--- config.mk ---
export PLATFORM = sky130hd
export DESIGN_NAME = eight_bit_d_latch_flat
export DESIGN_NICKNAME = d
export VERILOG_FILES = /design/src/rtl/eight_bit_d_latch_if.sv /design/src/rtl/eight_bit_d_latch.sv /design/src/flat_wrapper.sv
export SDC_FILE = /design/constraint.sdc
export NUM_CORES = 1
export LEC_CHECK = 0
export ABC_AREA = 1
export CORE_AREA = 2 2 39 41
export DETAILED_ROUTE_END_ITERATION = 8
export DIE_AREA = 0 0 41 43
export PLACE_DENSITY = 0.69
export SETUP_SLACK_MARGIN = 0.4
export SYNTH_ARGS = -nofsm -noshare
export SYNTH_HDL_FRONTEND = slang
export SYNTH_SLANG_ARGS = --single-unit
--- constraint.sdc ---
create_clock -name clk -period 1.1 [get_ports clk]
set_clock_uncertainty 0.05 [all_clocks]
set_input_delay 0.22 -clock clk [delete_from_list [all_inputs] [get_ports clk]]
set_output_delay 0.22 -clock clk [all_outputs]
set_load 0.01 [all_outputs]
--- src/rtl/eight_bit_d_latch_if.sv ---
// Data/enable bus of the clocked eight-bit storage register.
// The master drives d/enable and observes q/qbar; the slave is the register itself.
interface eight_bit_d_latch_if #(
  parameter int WIDTH = 8
);
  logic [WIDTH-1:0] d;
  logic             enable;
  logic [WIDTH-1:0] q;
  logic [WIDTH-1:0] qbar;

  modport master (
    output d,
    output enable,
    input  q,
    input  qbar
  );

  modport slave (
    input  d,
    input  enable,
    output q,
    output qbar
  );
endinterface

--- src/rtl/eight_bit_d_latch.sv ---
// WIDTH-bit edge-triggered storage register with load enable and synchronous reset.
// Each bit is an independent flop; qbar is decoded combinationally from the stored state only.
module eight_bit_d_latch #(
  parameter int WIDTH = 8
) (
  input logic               clk,
  input logic               reset,
  eight_bit_d_latch_if.slave bus
);

  // One flop per bit so each output bit depends only on its own d bit and the shared controls.
  generate
    for (genvar gi = 0; gi < WIDTH; gi++) begin : g_bit
      logic bit_reg;
      logic bit_next;

      // Priority: reset, then enable, otherwise hold.
      always_comb begin
        bit_next = bit_reg;
        if (reset) begin
          bit_next = 1'b0;
        end else if (bus.enable) begin
          bit_next = bus.d[gi];
        end
      end

      always_ff @(posedge clk) begin
        bit_reg <= bit_next;
      end

      assign bus.q[gi]    = bit_reg;
      assign bus.qbar[gi] = ~bit_reg;
    end
  endgenerate

endmodule

--- src/flat_wrapper.sv ---
// flat-port wrapper written by rule: the top's interface ports become plain ports
module eight_bit_d_latch_flat 
#(
  parameter int WIDTH = 8
)
  (clk, reset, bus_d, bus_enable, bus_q, bus_qbar);
  eight_bit_d_latch_if #(.WIDTH(WIDTH)) bus_i ();
  input logic clk;
  input logic reset;
  input wire logic [$bits(bus_i.d)-1:0] bus_d;
  input wire logic [$bits(bus_i.enable)-1:0] bus_enable;
  output wire logic [$bits(bus_i.q)-1:0] bus_q;
  output wire logic [$bits(bus_i.qbar)-1:0] bus_qbar;
  assign bus_i.d = bus_d;
  assign bus_i.enable = bus_enable;
  assign bus_q = bus_i.q;
  assign bus_qbar = bus_i.qbar;
  eight_bit_d_latch #(.WIDTH(WIDTH)) u_core (.clk(clk), .reset(reset), .bus(bus_i));
endmodule
==> results of run 1 <==
## cells in the mapped netlist
master                     n
sky130_fd_sc_hd__buf_4     8
sky130_fd_sc_hd__inv_1    17
sky130_fd_sc_hd__dfxtp_1   8
sky130_fd_sc_hd__nand2_1  15
sky130_fd_sc_hd__buf_6     2
sky130_fd_sc_hd__nor2_1   15
sky130_fd_sc_hd__nand2_2   1
sky130_fd_sc_hd__nor2_2    1
## layer usage
metal  track usage [%]  part of all wire, %  vias to the layer above
li1                  -                    -                      225
met1              14.9                   42                      163
met2              15.6                   47                       16
met3              3.14                  9.4                        2
met4              6.00                  1.4                        0
met5                 0                    0                        -
## path summary, 6_finish.rpt
check	slack (ns)	start	to
min reg2reg	0.44	u_core.g_bit[2].bit_reg$_SDFFE_PP0P_	u_core.g_bit[2].bit_reg$_SDFFE_PP0P_
min	0.30	bus_enable	u_core.g_bit[0].bit_reg$_SDFFE_PP0P_
max	0.08	u_core.g_bit[3].bit_reg$_SDFFE_PP0P_	bus_qbar[3]
max reg2reg	0.37	u_core.g_bit[7].bit_reg$_SDFFE_PP0P_	u_core.g_bit[7].bit_reg$_SDFFE_PP0P_
## per-stage QoR
step	total power [mW]	area (um^2)	util, %
2_1_floorplan	0.454	468	-
3_5_place_dp	0.541	673	48.6
3_3_place_gp	0.538	673	48.6
4_1_cts	0.727	638	46.1
6_report	0.745	688	49.7
5_1_grt	0.791	688	49.7
## critical path, stage by stage, from the launching register on
cell and delay (ns):
sky130_fd_sc_hd__dfxtp_2 0.34, sky130_fd_sc_hd__inv_1 0.04, sky130_fd_sc_hd__buf_2 0.13
## what timing repair did
item | 4_1_cts | 5_1_grt
resized for setup | 84 | 14
pin swaps | 12 | 1
buffers inserted | 1 | 0
cloned | 1 | 0
endpoints found under the setup margin | 24 | 23
## cell type report
type,instances,area (um^2)
Sequential cell,8,173
Inverter,17,63.8
Fill cell,150,696
Multi-Input combinational cell,32,135
Clock buffer,3,22.5
Tap cell,16,20.0
Timing Repair Buffer,32,274
## cell usage in the layout (no fill, tap or decap)
cell type                       Yosys  layout
sky130_fd_sc_hd__buf_2              0       8
sky130_fd_sc_hd__buf_4              8       2
sky130_fd_sc_hd__buf_6              2      12
sky130_fd_sc_hd__clkbuf_2           0       1
sky130_fd_sc_hd__clkbuf_4           0       3
sky130_fd_sc_hd__dfxtp_2            0       7
sky130_fd_sc_hd__dfxtp_4            0       1
sky130_fd_sc_hd__dlygate4sd2_1      0       9
sky130_fd_sc_hd__inv_1             17      12
sky130_fd_sc_hd__inv_2              0       5
sky130_fd_sc_hd__nand2_1           15      15
sky130_fd_sc_hd__nand2_2            1       1
sky130_fd_sc_hd__nor2_1            15      13
sky130_fd_sc_hd__nor2_2             1       2
sky130_fd_sc_hd__nor2_4             0       1
## power breakdown
| group | leakage [nW] | internal, mW | switching (mW) | total, mW |
|---|---|---|---|---|
| clock | 0.0138 | 0.124 | 0.0938 | 0.218 |
| combinational | 0.307 | 0.110 | 0.0845 | 0.195 |
| sequential | 0.0691 | 0.314 | 0.0185 | 0.332 |
## kinds of logic after synthesis
kind of cell | count (synthesis) | share of synthesized area, %
and+or+nand+nor | 32 | 29.0
buffers and inverters | 27 | 33.9
DFF | 8 | 37.1
==> metrics.json, run 1 <==
{
  "cts_root_buffer": {"value": "sky130_fd_sc_hd__clkbuf_4"},
  "hold_buffers": {"value": 0},
  "hold_viol": {"value": 0},
  "die-area": {"value": 1760, "unit": "um^2"},
  "drc_marker_count_from_the_first_detailed_route_iteration": {"value": 6},
  "fin_nets": {"value": 105},
  "logic_depth_of_the_worst_register_to_register_path": {"value": 3},
  "setup_slack": {"value": 0.0808, "unit": "ns"},
  "drt_antenna_net_count": {"value": 0},
  "place_inst": {"value": 103},
  "tritoncts_buffers": {"value": 3},
  "preCtsSetupSlack": {"value": -0.0984, "unit": "ns"},
  "max-slew-margin-rel": {"value": 91.7, "unit": "%"},
  "synth_nets": {"value": 78},
  "grt_start_max_net_pins": {"value": 9},
  "yosysUniqueCellTypes": {"value": 8},
  "syn2layout_area_growth": {"value": 59.4, "unit": "%"},
  "deepest_level_of_the_cts_h_tree": {"value": 1},
  "post_layout_cell_count": {"value": 108},
  "initial_utilization": {"value": 31.2, "unit": "%"},
  "drive_above_1_share": {"value": 46.7, "unit": "%"},
  "finalHoldWorstSlack": {"value": 0.305, "unit": "ns"},
  "portBuffers": {"value": 26},
  "wire_per_inst": {"value": 8.04, "unit": "um"},
  "ys_ff_latch": {"value": 8},
  "worst_setup_path_end_kind": {"value": "primary output"},
  "routed_wirelength": {"value": 868, "unit": "um"},
  "floorplan.core_area": {"value": 1380, "unit": "um^2"},
  "numClockSinks": {"value": 8},
  "maxCapViolations": {"value": 0},
  "critical_path_required": {"value": 0.83, "unit": "ns"},
  "outcome": {"value": "complete, no violations"},
  "leakagePower": {"value": 0.390, "unit": "nW"},
  "grt_pass1_wl": {"value": 1370, "unit": "um"},
  "postSynthAreaPerCell": {"value": 6.44, "unit": "um^2"},
  "slew_violations": {"value": 0},
  "timing.hold.worst_path_depth": {"value": 4},
  "fin_setup_tns": {"value": 0, "unit": "ns"},
  "worst_pin_slew": {"value": 0.125, "unit": "ns"},
  "setup_viol": {"value": 0},
  "boundaryPins": {"value": 27},
  "vias_per_cell": {"value": 3.76},
  "mappedNetlistArea": {"value": 432, "unit": "um^2"},
  "post-route-period-util": {"value": 92.7, "unit": "%"},
  "synth_top_area_share": {"value": 37.1, "unit": "%"},
  "fmax": {"value": 981, "unit": "MHz"},
  "worst_ir_drop_vdd": {"value": 0.470, "unit": "mV"},
  "initial_antenna_violation_count": {"value": 0},
  "grt_setup_unrepaired": {"value": "true"},
  "clkSlewWorstSetupHoldPaths": {"value": 0.06, "unit": "ns"},
  "clk-insertion-delay-late": {"value": 0.24, "unit": "ns"},
  "routabilityCongestion": {"value": 0.631},
  "synth-seq-area-share": {"value": 37.1, "unit": "%"},
  "clockBufferDepth": {"value": 2},
  "power_density": {"value": 1080, "unit": "nW/um^2"},
  "postSynthCellCount": {"value": 67},
  "largest_reg_flops": {"value": 8},
  "synth_area_leaders": {"value": "sky130_fd_sc_hd__dfxtp_1 (37%), sky130_fd_sc_hd__inv_1 (15%), sky130_fd_sc_hd__buf_4 (14%)"},
  "critical_path.max_fanout": {"value": 3},
  "dr.pass1.iters": {"value": 2},
  "grtUsageTotal": {"value": 11.2, "unit": "%"},
  "antenna-diode-count": {"value": 0},
  "grt-ovfl-total": {"value": 0},
  "routed-via-count": {"value": 406},
  "fp-row-count": {"value": 14},
  "dpl.hpwl": {"value": 644, "unit": "um"},
  "critical_path_class": {"value": "register to primary output"},
  "tritoncts": {"value": "built"},
  "finalCriticalPeriod": {"value": 1.02, "unit": "ns"},
  "min_path_type": {"value": "primary input to register"},
  "number_of_global_route_vias_before_repair": {"value": 340},
  "die-height": {"value": 43, "unit": "um"},
  "critical_path.startpoint_type": {"value": "register"},
  "fp.dieW": {"value": 41, "unit": "um"},
  "worstPathArrival": {"value": 0.75, "unit": "ns"},
  "yosysWarningCount": {"value": 0},
  "remaining_drc_errors": {"value": 0},
  "synth_top_area_cell": {"value": "sky130_fd_sc_hd__dfxtp_1"}
}
Note: power is estimated with default switching activity, not from simulation.
==> run 2, diff against run 1 <==
ABC_CLOCK_PERIOD_IN_PS = 1100   (was not set)
==> results of run 2 <==
The final DEF is identical to that of run 1; final timing and power are the same.
==> run 3, diff against run 2 <==
ABC_CLOCK_PERIOD_IN_PS = not set   (was 1100)
TNS_END_PERCENT = 30   (was not set)
==> run 3 against run 2 <==
Against the previous run:
- clock-buffer cell count did not move
- final cell count did not move
- combinational power fell by 7%
- first-iteration DRC count fell by 33%
- clock power barely moved
- fmax rose by 0.45%
- global-route usage fell by 0.61 points
==> metrics.json, run 3 (synthesis results as in run 1) <==
{
  "outcome": {"value": "complete, no violations"},
  "fp.dieW": {"value": 41, "unit": "um"},
  "worst_ir_drop_vdd": {"value": 0.400, "unit": "mV"},
  "setup_viol": {"value": 0},
  "die-height": {"value": 43, "unit": "um"},
  "drive_above_1_share": {"value": 41.3, "unit": "%"},
  "dpl.hpwl": {"value": 640, "unit": "um"},
  "p_sw_share": {"value": 26.0, "unit": "%"},
  "clk-insertion-delay-late": {"value": 0.25, "unit": "ns"},
  "preCtsSetupSlack": {"value": -0.0843, "unit": "ns"},
  "fin_nets": {"value": 105},
  "seqPwrFrac": {"value": 45.1, "unit": "%"},
  "layout.cells.most_common_list": {"value": "sky130_fd_sc_hd__inv_1 (15), sky130_fd_sc_hd__nand2_1 (15), sky130_fd_sc_hd__nor2_1 (14), sky130_fd_sc_hd__buf_2 (14), sky130_fd_sc_hd__clkdlybuf4s50_1 (10)"},
  "wire_per_inst": {"value": 7.60, "unit": "um"},
  "maxCapViolations": {"value": 0},
  "critical_path_class": {"value": "register to primary output"},
  "worst_setup_path_end_kind": {"value": "primary output"},
  "syn2layout_area_growth": {"value": 49.9, "unit": "%"},
  "max-slew-margin-rel": {"value": 84.8, "unit": "%"},
  "finalHoldWorstSlack": {"value": 0.423, "unit": "ns"},
  "routed_wirelength": {"value": 821, "unit": "um"},
  "cts_root_buffer": {"value": "sky130_fd_sc_hd__clkbuf_4"},
  "tritoncts_buffers": {"value": 3},
  "min_path_type": {"value": "register to register"},
  "drt_antenna_net_count": {"value": 0},
  "largest_reg_flops": {"value": 8},
  "grt-ovfl-total": {"value": 0},
  "initial_antenna_violation_count": {"value": 0},
  "grt_start_max_net_pins": {"value": 11},
  "antenna-diode-count": {"value": 0},
  "pwr-share-comb": {"value": 24.8, "unit": "%"},
  "remaining_drc_errors": {"value": 0},
  "power_report.internal_total": {"value": 0.540, "unit": "mW"},
  "leakagePower": {"value": 0.367, "unit": "nW"},
  "slew_violations": {"value": 0},
  "tritoncts": {"value": "built"},
  "boundaryPins": {"value": 27},
  "fmax": {"value": 986, "unit": "MHz"},
  "grt_pass1_wl": {"value": 1240, "unit": "um"},
  "cp_slowest_cell": {"value": "sky130_fd_sc_hd__dfxtp_2"},
  "drc_marker_count_from_the_first_detailed_route_iteration": {"value": 4},
  "crit_chain": {"value": "inv_1 > buf_2"},
  "hold_buffers": {"value": 0},
  "power_density": {"value": 1130, "unit": "nW/um^2"},
  "clkSlewWorstSetupHoldPaths": {"value": 0.05, "unit": "ns"},
  "deepest_level_of_the_cts_h_tree": {"value": 1},
  "post-route-period-util": {"value": 92.2, "unit": "%"},
  "critical_path_required": {"value": 0.83, "unit": "ns"},
  "dr.pass1.iters": {"value": 4},
  "fp-row-count": {"value": 14},
  "grt_setup_unrepaired": {"value": "true"},
  "portBuffers": {"value": 26},
  "hold_viol": {"value": 0},
  "clockBufferDepth": {"value": 2},
  "numClockSinks": {"value": 8},
  "finalCriticalPeriod": {"value": 1.01, "unit": "ns"},
  "routabilityCongestion": {"value": 0.573},
  "worstPathArrival": {"value": 0.74, "unit": "ns"},
  "vias_per_cell": {"value": 3.78},
  "floorplan.core_area": {"value": 1380, "unit": "um^2"},
  "critical_path.startpoint_type": {"value": "register"},
  "fin_setup_tns": {"value": 0, "unit": "ns"},
  "critical_path.max_fanout": {"value": 3},
  "slowest_delay": {"value": 0.33, "unit": "ns"},
  "number_of_global_route_vias_before_repair": {"value": 315},
  "worst_pin_slew": {"value": 0.227, "unit": "ns"},
  "fin_total_pwr": {"value": 0.730, "unit": "mW"},
  "setup_slack": {"value": 0.0854, "unit": "ns"},
  "grtUsageTotal": {"value": 10.6, "unit": "%"},
  "die-area": {"value": 1760, "unit": "um^2"},
  "pwr-share-clk": {"value": 30.1, "unit": "%"},
  "routed-via-count": {"value": 408},
  "power.net_switching": {"value": 0.190, "unit": "mW"},
  "initial_utilization": {"value": 31.2, "unit": "%"}
}
==> run 3: changes by cell type in the layout (fill, tap and decap cells not counted) <==
cell / before / now
sky130_fd_sc_hd__buf_4: 2 / 6
sky130_fd_sc_hd__inv_2: 5 / 2
sky130_fd_sc_hd__buf_2: 8 / 14
sky130_fd_sc_hd__nor2_2: 2 / 1
sky130_fd_sc_hd__dfxtp_4: 1 / 0
sky130_fd_sc_hd__dlygate4sd2_1: 9 / 0
sky130_fd_sc_hd__inv_1: 12 / 15
sky130_fd_sc_hd__nor2_1: 13 / 14
sky130_fd_sc_hd__clkbuf_2: 1 / 0
sky130_fd_sc_hd__buf_6: 12 / 2
sky130_fd_sc_hd__dfxtp_2: 7 / 8
sky130_fd_sc_hd__clkdlybuf4s50_1: 0 / 10
==> run 3: power groups by stage <==
stage	combinational (mW)	clock, mW	sequential, mW
floorplan	0.112	0	0.330
global placement	0.208	0	0.331
detailed placement	0.210	0	0.332
CTS	0.176	0.227	0.329
global route	0.200	0.243	0.332
finish	0.181	0.220	0.329
==> run 3: final timing paths <==
path	startpoint	slack, ns	cells past startpoint	endpoint
max	u_core.g_bit[5].bit_reg$_SDFFE_PP0P_	0.09	2	bus_qbar[5]
min reg2reg	u_core.g_bit[1].bit_reg$_SDFFE_PP0P_	0.42	2	u_core.g_bit[1].bit_reg$_SDFFE_PP0P_
min	u_core.g_bit[1].bit_reg$_SDFFE_PP0P_	0.42	2	u_core.g_bit[1].bit_reg$_SDFFE_PP0P_
max reg2reg	u_core.g_bit[0].bit_reg$_SDFFE_PP0P_	0.25	4	u_core.g_bit[0].bit_reg$_SDFFE_PP0P_
==> run 3: timing repair <==
item | 4_1_cts | 5_1_grt
resized for setup | 71 | 4
pin swaps | 0 | 0
setup endpoints to repair | 24 | 24
buffers inserted | 1 | 0
==> run 3: final cells by class <==
class	instances	area (um^2)
tap	16	20.0
sequential	8	170
clock buffer	3	22.5
timing repair buffer	32	238
multi-input combinational	32	133
inverter	17	63.8
fill	158	737
==> run 3: stage by stage <==
stage	cell area [um^2]	std cells	util, %
finish	647	108	46.7
CTS	634	108	45.8
global route	647	108	46.7
floorplan	444	67	-
detailed placement	676	104	48.8
global placement	676	104	48.8
==> run 3: worst max-delay path, delay by kind of cell, from the launching register on <==
family,cells,cell delay [ns]
buffers and inverters,2,0.17
flip-flops,1,0.33
==> run 3: routing by layer <==
layer | global-route usage, % | part of all wire, %
met1 | 12.9 | 43
met2 | 13.4 | 39
met3 | 5.24 | 15
met4 | 8.00 | 2.6
met5 | 0 | 0
